## src/rtl/audio_dma_tile_sched.sv

```systemverilog
// rtl/audio_dma_tile_sched.sv - tile scheduler sequencing DMA read, compute and DMA write per tile
module audio_dma_tile_sched #(
  parameter int          TILE_W   = 16,
  parameter logic [2:0]  DMA_SIZE = 3'd3
) (
  input  logic              clk,
  input  logic              rst,
  input  logic              conf_done,
  input  logic [31:0]       cfg_src_base,
  input  logic [31:0]       cfg_dst_base,
  input  logic [31:0]       cfg_tile_len,
  input  logic [TILE_W-1:0] cfg_num_tiles,
  output logic              dma_read_ctrl_valid,
  input  logic              dma_read_ctrl_ready,
  output logic [31:0]       dma_read_ctrl_data_index,
  output logic [31:0]       dma_read_ctrl_data_length,
  output logic [2:0]        dma_read_ctrl_data_size,
  input  logic              rd_beat,
  output logic              comp_start,
  input  logic              comp_done,
  output logic              dma_write_ctrl_valid,
  input  logic              dma_write_ctrl_ready,
  output logic [31:0]       dma_write_ctrl_data_index,
  output logic [31:0]       dma_write_ctrl_data_length,
  output logic [2:0]        dma_write_ctrl_data_size,
  input  logic              wr_beat,
  output logic              acc_done,
  output logic [31:0]       debug
);

  typedef enum logic [2:0] {
    S_IDLE    = 3'd0,
    S_RD_REQ  = 3'd1,
    S_RD_DATA = 3'd2,
    S_COMP    = 3'd3,
    S_WR_REQ  = 3'd4,
    S_WR_DATA = 3'd5,
    S_DONE    = 3'd6
  } state_t;

  state_t            state;
  logic [31:0]       src_base;
  logic [31:0]       dst_base;
  logic [31:0]       tile_len;
  logic [TILE_W-1:0] num_tiles;
  logic [TILE_W-1:0] tile;
  logic [31:0]       offset;
  logic [31:0]       beat_cnt;
  logic              ovf;

  logic beat_last;
  logic tile_last;
  logic stray;

  // Offset is an accumulator of tile_len, so indices are plain wrapping sums.
  assign dma_read_ctrl_data_index   = src_base + offset;
  assign dma_read_ctrl_data_length  = tile_len;
  assign dma_read_ctrl_data_size    = DMA_SIZE;
  assign dma_write_ctrl_data_index  = dst_base + offset;
  assign dma_write_ctrl_data_length = tile_len;
  assign dma_write_ctrl_data_size   = DMA_SIZE;

  assign beat_last = ((beat_cnt + 32'd1) == tile_len);
  assign tile_last = (tile == (num_tiles - TILE_W'(1)));
  assign stray     = (rd_beat && (state != S_RD_DATA)) || (wr_beat && (state != S_WR_DATA));

  assign debug = {1'b0, state, ovf, 11'd0, 16'(tile)};

  // Job sequencer: one pass of read request, read beats, compute, write request, write beats per tile.
  always_ff @(posedge clk or negedge rst) begin
    if (!rst) begin
      state                <= S_IDLE;
      src_base             <= 32'd0;
      dst_base             <= 32'd0;
      tile_len             <= 32'd0;
      num_tiles            <= '0;
      tile                 <= '0;
      offset               <= 32'd0;
      beat_cnt             <= 32'd0;
      ovf                  <= 1'b0;
      dma_read_ctrl_valid  <= 1'b0;
      dma_write_ctrl_valid <= 1'b0;
      comp_start           <= 1'b0;
      acc_done             <= 1'b0;
    end else begin
      comp_start <= 1'b0;
      if (stray) ovf <= 1'b1;
      case (state)
        S_IDLE: begin
          if (conf_done) begin
            src_base  <= cfg_src_base;
            dst_base  <= cfg_dst_base;
            tile_len  <= cfg_tile_len;
            num_tiles <= cfg_num_tiles;
            tile      <= '0;
            offset    <= 32'd0;
            beat_cnt  <= 32'd0;
            ovf       <= 1'b0;
            if ((cfg_tile_len == 32'd0) || (cfg_num_tiles == '0)) begin
              state <= S_DONE;
            end else begin
              state               <= S_RD_REQ;
              dma_read_ctrl_valid <= 1'b1;
            end
          end
        end
        S_RD_REQ: begin
          if (dma_read_ctrl_ready) begin
            dma_read_ctrl_valid <= 1'b0;
            state               <= S_RD_DATA;
          end
        end
        S_RD_DATA: begin
          if (rd_beat) begin
            if (beat_last) begin
              beat_cnt   <= 32'd0;
              comp_start <= 1'b1;
              state      <= S_COMP;
            end else begin
              beat_cnt <= beat_cnt + 32'd1;
            end
          end
        end
        S_COMP: begin
          // A done coincident with our own start pulse belongs to no tile.
          if (comp_done && !comp_start) begin
            dma_write_ctrl_valid <= 1'b1;
            state                <= S_WR_REQ;
          end
        end
        S_WR_REQ: begin
          if (dma_write_ctrl_ready) begin
            dma_write_ctrl_valid <= 1'b0;
            state                <= S_WR_DATA;
          end
        end
        S_WR_DATA: begin
          if (wr_beat) begin
            if (beat_last) begin
              beat_cnt <= 32'd0;
              if (tile_last) begin
                acc_done <= 1'b1;
                state    <= S_DONE;
              end else begin
                tile                <= tile + TILE_W'(1);
                offset              <= offset + tile_len;
                dma_read_ctrl_valid <= 1'b1;
                state               <= S_RD_REQ;
              end
            end else begin
              beat_cnt <= beat_cnt + 32'd1;
            end
          end
        end
        S_DONE: begin
          // Entered with acc_done already set after a real job, clear on a degenerate one.
          if (acc_done) begin
            acc_done <= 1'b0;
            state    <= S_IDLE;
          end else begin
            acc_done <= 1'b1;
          end
        end
        default: state <= S_IDLE;
      endcase
    end
  end

endmodule

```

## config.mk

```make
export PLATFORM = sky130hd
export DESIGN_NAME = audio_dma_tile_sched
export DESIGN_NICKNAME = d
export VERILOG_FILES = /design/src/rtl/audio_dma_tile_sched.sv
export SDC_FILE = /design/constraint.sdc
export NUM_CORES = 1
export LEC_CHECK = 0
export ABC_CLOCK_PERIOD_IN_PS = 4400
export BUFFER_PORTS_ARGS = -buffer_cell sky130_fd_sc_hd__buf_2
export CORE_UTILIZATION = 50
export DETAILED_ROUTE_END_ITERATION = 8
export HOLD_SLACK_MARGIN = 0.03
export PLACE_DENSITY = 0.85
export SLEW_MARGIN = 20
export SYNTH_ARGS = -nofsm -noshare
export SYNTH_HDL_FRONTEND = slang
export SYNTH_SLANG_ARGS = --single-unit
export TNS_END_PERCENT = 30
```

## constraint.sdc

```tcl
create_clock -name clk -period 4.4 [get_ports clk]
set_input_delay 0.22 -clock clk [delete_from_list [all_inputs] [get_ports clk]]
set_output_delay 0.22 -clock clk [all_outputs]
set_load 0.05 [all_outputs]
```

==> flow_summary.json <==
{
  "outcome": "finished, final reports clean",
  "critical_path_buf_inv_count": 1,
  "clockRootBuffer": "clkbuf_16",
  "clock_path_buffers": 2,
  "synth_top_family_by_area": "simple AND/OR/NAND/NOR gates",
  "final_util_pct": 61.7,
  "cts_tree": "done",
  "setup_violations": 0,
  "wl_per_cell_um": 18.7,
  "setup_ws_ps": 133,
  "core_area_um2": 29700,
  "dieArea_um2": 31000,
  "tightestPinTransition_ps": 1130,
  "synth_compound_area_share_pct": 19.6,
  "critPathLaunchType": "register",
  "synthCells": 1892,
  "clock_skew_ps": 18.3,
  "core.rowCount": 63,
  "worst-setup-path-type": "register to primary output",
  "cts_setup_buffers": 0,
  "grt_pass1_vias": 15100,
  "synth.area.mux_share_pct": 0.742,
  "cts_sinks": 200,
  "syn_to_final_growth_pct": 20.9,
  "syn_area_per_cell_um2": 8.02,
  "overflow": 0,
  "yosysMostFrequentCell": "nand2_1",
  "route.detailed.drc": 0,
  "grt_max_degree": 121,
  "synthAdderAreaFrac_pct": 8.38,
  "period_share_pct": 97.0,
  "synth-edff-count": 0,
  "grt_setup_unrepaired": "yes",
  "max-vdd-ir-drop_mv": 0.555,
  "drv_slew": 0,
  "chipHeight_um": 176,
  "leakage_uw": 0.00890,
  "synthXorXnorAreaFrac_pct": 7.56,
  "antenna_found_initial": 0,
  "synth_area_leaders": "dfrtp_1, nand2_1, ha_1, xnor2_1, o21ai_0",
  "async_flop_share_pct": 100,
  "synth_top_cell_area_share_pct": 33.0,
  "clkLatencyLatePin_ps": 470,
  "drt-vias-per-instance": 6.03,
  "drive_above_1_share_pct": 16.1,
  "min_period_ps": 4270,
  "htreeDepth": 4,
  "synthTopCellsByCount": "nand2_1, dfrtp_1, o21ai_0",
  "gp_congestion": 0.973,
  "setup_tns_ps": 0,
  "yosys.area_share.simple_pct": 24.9,
  "ios": 290,
  "cap_violations": 0,
  "place_ws_ps": 265,
  "synthesis.area_um2": 15200,
  "yosysUniqueCellTypes": 77,
  "slowest_stage": "dfrtp_1",
  "fin_nets": 2419,
  "yosys_warnings": 0,
  "ant_nets": 0,
  "grt_usage_pct": 31.3,
  "powerDensity_nw_per_um2": 741,
  "critPathMaxStageDelay_ps": 440,
  "clk_pin_slew_ps": 90,
  "hold_class": "primary input to register",
  "hold_viol_final": 0,
  "fmax_mhz": 234,
  "critPathArrivalTime_ps": 4050,
  "cp-end-kind": "primary output",
  "via_count": 15700,
  "initial_utilization_pct": 51.0,
  "synth_seq_cells": 200,
  "synth.largest_area_cell": "dfrtp_1",
  "dp_hpwl_um": 33600,
  "portBuffers": 271,
  "cp_max_fo": 4,
  "wl_um": 48800,
  "cp_cell_sequence": "ha_1, and3_1, a221oi_2, nand2_1, a22o_1, o41ai_4, o21ai_0, o41a_1, a211o_1, xnor2_1, buf_2",
  "numCtsBuffers": 17,
  "synth_top_flop_cell": "dfrtp_1",
  "ys_seq_area_share_pct": 33.0,
  "die_x_um": 176,
  "drt_iter0_markers": 1355,
  "dr.pass1.iters": 6,
  "grt_pass1_wl_um": 77200,
  "cp_data_required_time_ps": 4180,
  "relSlewSlack_pct": 24.5,
  "cp_top_family": "compound AO/OA/AOI/OAI gates"
}
-- what timing repair did --
| item | CTS | global route |
|---|---|---|
| gates cloned | 0 | 0 |
| hold buffers | 112 | 0 |
| setup endpoints to repair | 2 | 20 |
| resized for setup | 2 | 13 |
| pin swaps | 0 | 1 |
| hold endpoints to repair | 230 | 0 |
-- worst reg2reg max path, stage by stage, from the launching register on --
cell and delay [ps]:
dfrtp_1 460, ha_1 330, and4_1 320, nand4_1 280
nor3_1 350, xnor2_1 170, nand2_1 70, or4_4 550
or4_1 540, and2_4 360, o31ai_1 500
-- power breakdown --
part / internal (uW) / switching, uW / total (uW)
registers: 2420 / 883 / 3300
clock network: 761 / 840 / 1600
logic: 2550 / 6130 / 8680
total: 5740 / 7850 / 13600
-- metrics by stage --
step	cell area (um2)	hold WS (ps)	power [uW]	instances
floorplan	15200	-75.6	9820	1908
global placement	16600	413	11500	2459
detailed placement	16600	414	11700	2459
CTS	18300	47.9	13500	2603
global route	18300	89.0	14400	2603
finish	18300	62.6	13600	2604
-- routing by layer --
layer / wire (um) / part of all wire [%] / up-vias / track usage, %
met2: 22900 / 47 / 793 / 52.2
met4: 2250 / 4.6 / 0 / 16.5
li1: - / - / 7292 / -
met5: 0 / 0 / - / 0
met1: 19800 / 41 / 7433 / 39.1
met3: 3810 / 7.8 / 177 / 4.74
-- cell families (layout without fill, tap and decap cells) --
logic type / after synthesis / after routing
AOI/OAI and AO/OA: 451 / 451
xor gates and xnor gates: 131 / 131
adders and majority gates: 100 / 100
buffers and inverters: 173 / 478
DFF: 200 / 200
muxes: 11 / 11
other: 2 / 19
and+or+nand+nor: 824 / 824
-- cells in the final DEF, fill, tap and decap left out, types with 29 or more instances in the layout --
| cell | instances |
|---|---|
| nor2_1 | 97 |
| nand2_1 | 439 |
| nand3_1 | 43 |
| dfrtp_1 | 200 |
| nand4_1 | 29 |
| xor2_1 | 50 |
| a21oi_1 | 101 |
| xnor2_1 | 81 |
| inv_1 | 44 |
| a31oi_1 | 44 |
| buf_2 | 269 |
| nor3_1 | 57 |
| dlygate4sd3_1 | 112 |
| o21ai_0 | 99 |
| ha_1 | 96 |
-- area by class of cell --
cell class,instances,area [um2]
Clock buffer,18,429
Fill cell,2440,11400
Sequential cell,200,5000
Timing Repair Buffer,401,2660
Clock inverter,14,145
Tap cell,390,488
Antenna cell,1,2.50
Inverter,45,169
Multi-Input combinational cell,1535,9440
-- sequential cells by signal (all words and copies together), names as in the netlist --
| name | count |
|---|---|
| num_tiles | 16 |
| state | 3 |
| acc_done | 1 |
| ovf | 1 |
| dma_read_ctrl_data_length | 32 |
| src_base | 32 |
| comp_start | 1 |
| beat_cnt | 32 |
| tile | 16 |
| offset | 32 |
| dma_read_ctrl_valid | 1 |
| dma_write_ctrl_valid | 1 |
| dst_base | 32 |
-- final timing paths --
check | from | endpoint | depth (start not counted) | slack, ps
setup / recovery | offset[2]$_DFFE_PN0P_ | dma_write_ctrl_data_index[31] | 11 | 130
max in group asynchronous | rst | dst_base[13]$_DFFE_PN0P_ | 3 | 2990
hold reg to reg | src_base[11]$_DFFE_PN0P_ | src_base[11]$_DFFE_PN0P_ | 2 | 490
hold / removal | comp_done | dma_write_ctrl_valid$_DFFE_PN0P_ | 3 | 60
min in group asynchronous | rst | dma_read_ctrl_data_length[30]$_DFFE_PN0P_ | 2 | 430
setup reg to reg | beat_cnt[0]$_DFFE_PN0P_ | offset[24]$_DFFE_PN0P_ | 10 | 330
Power figures use the tool's default switching activity.
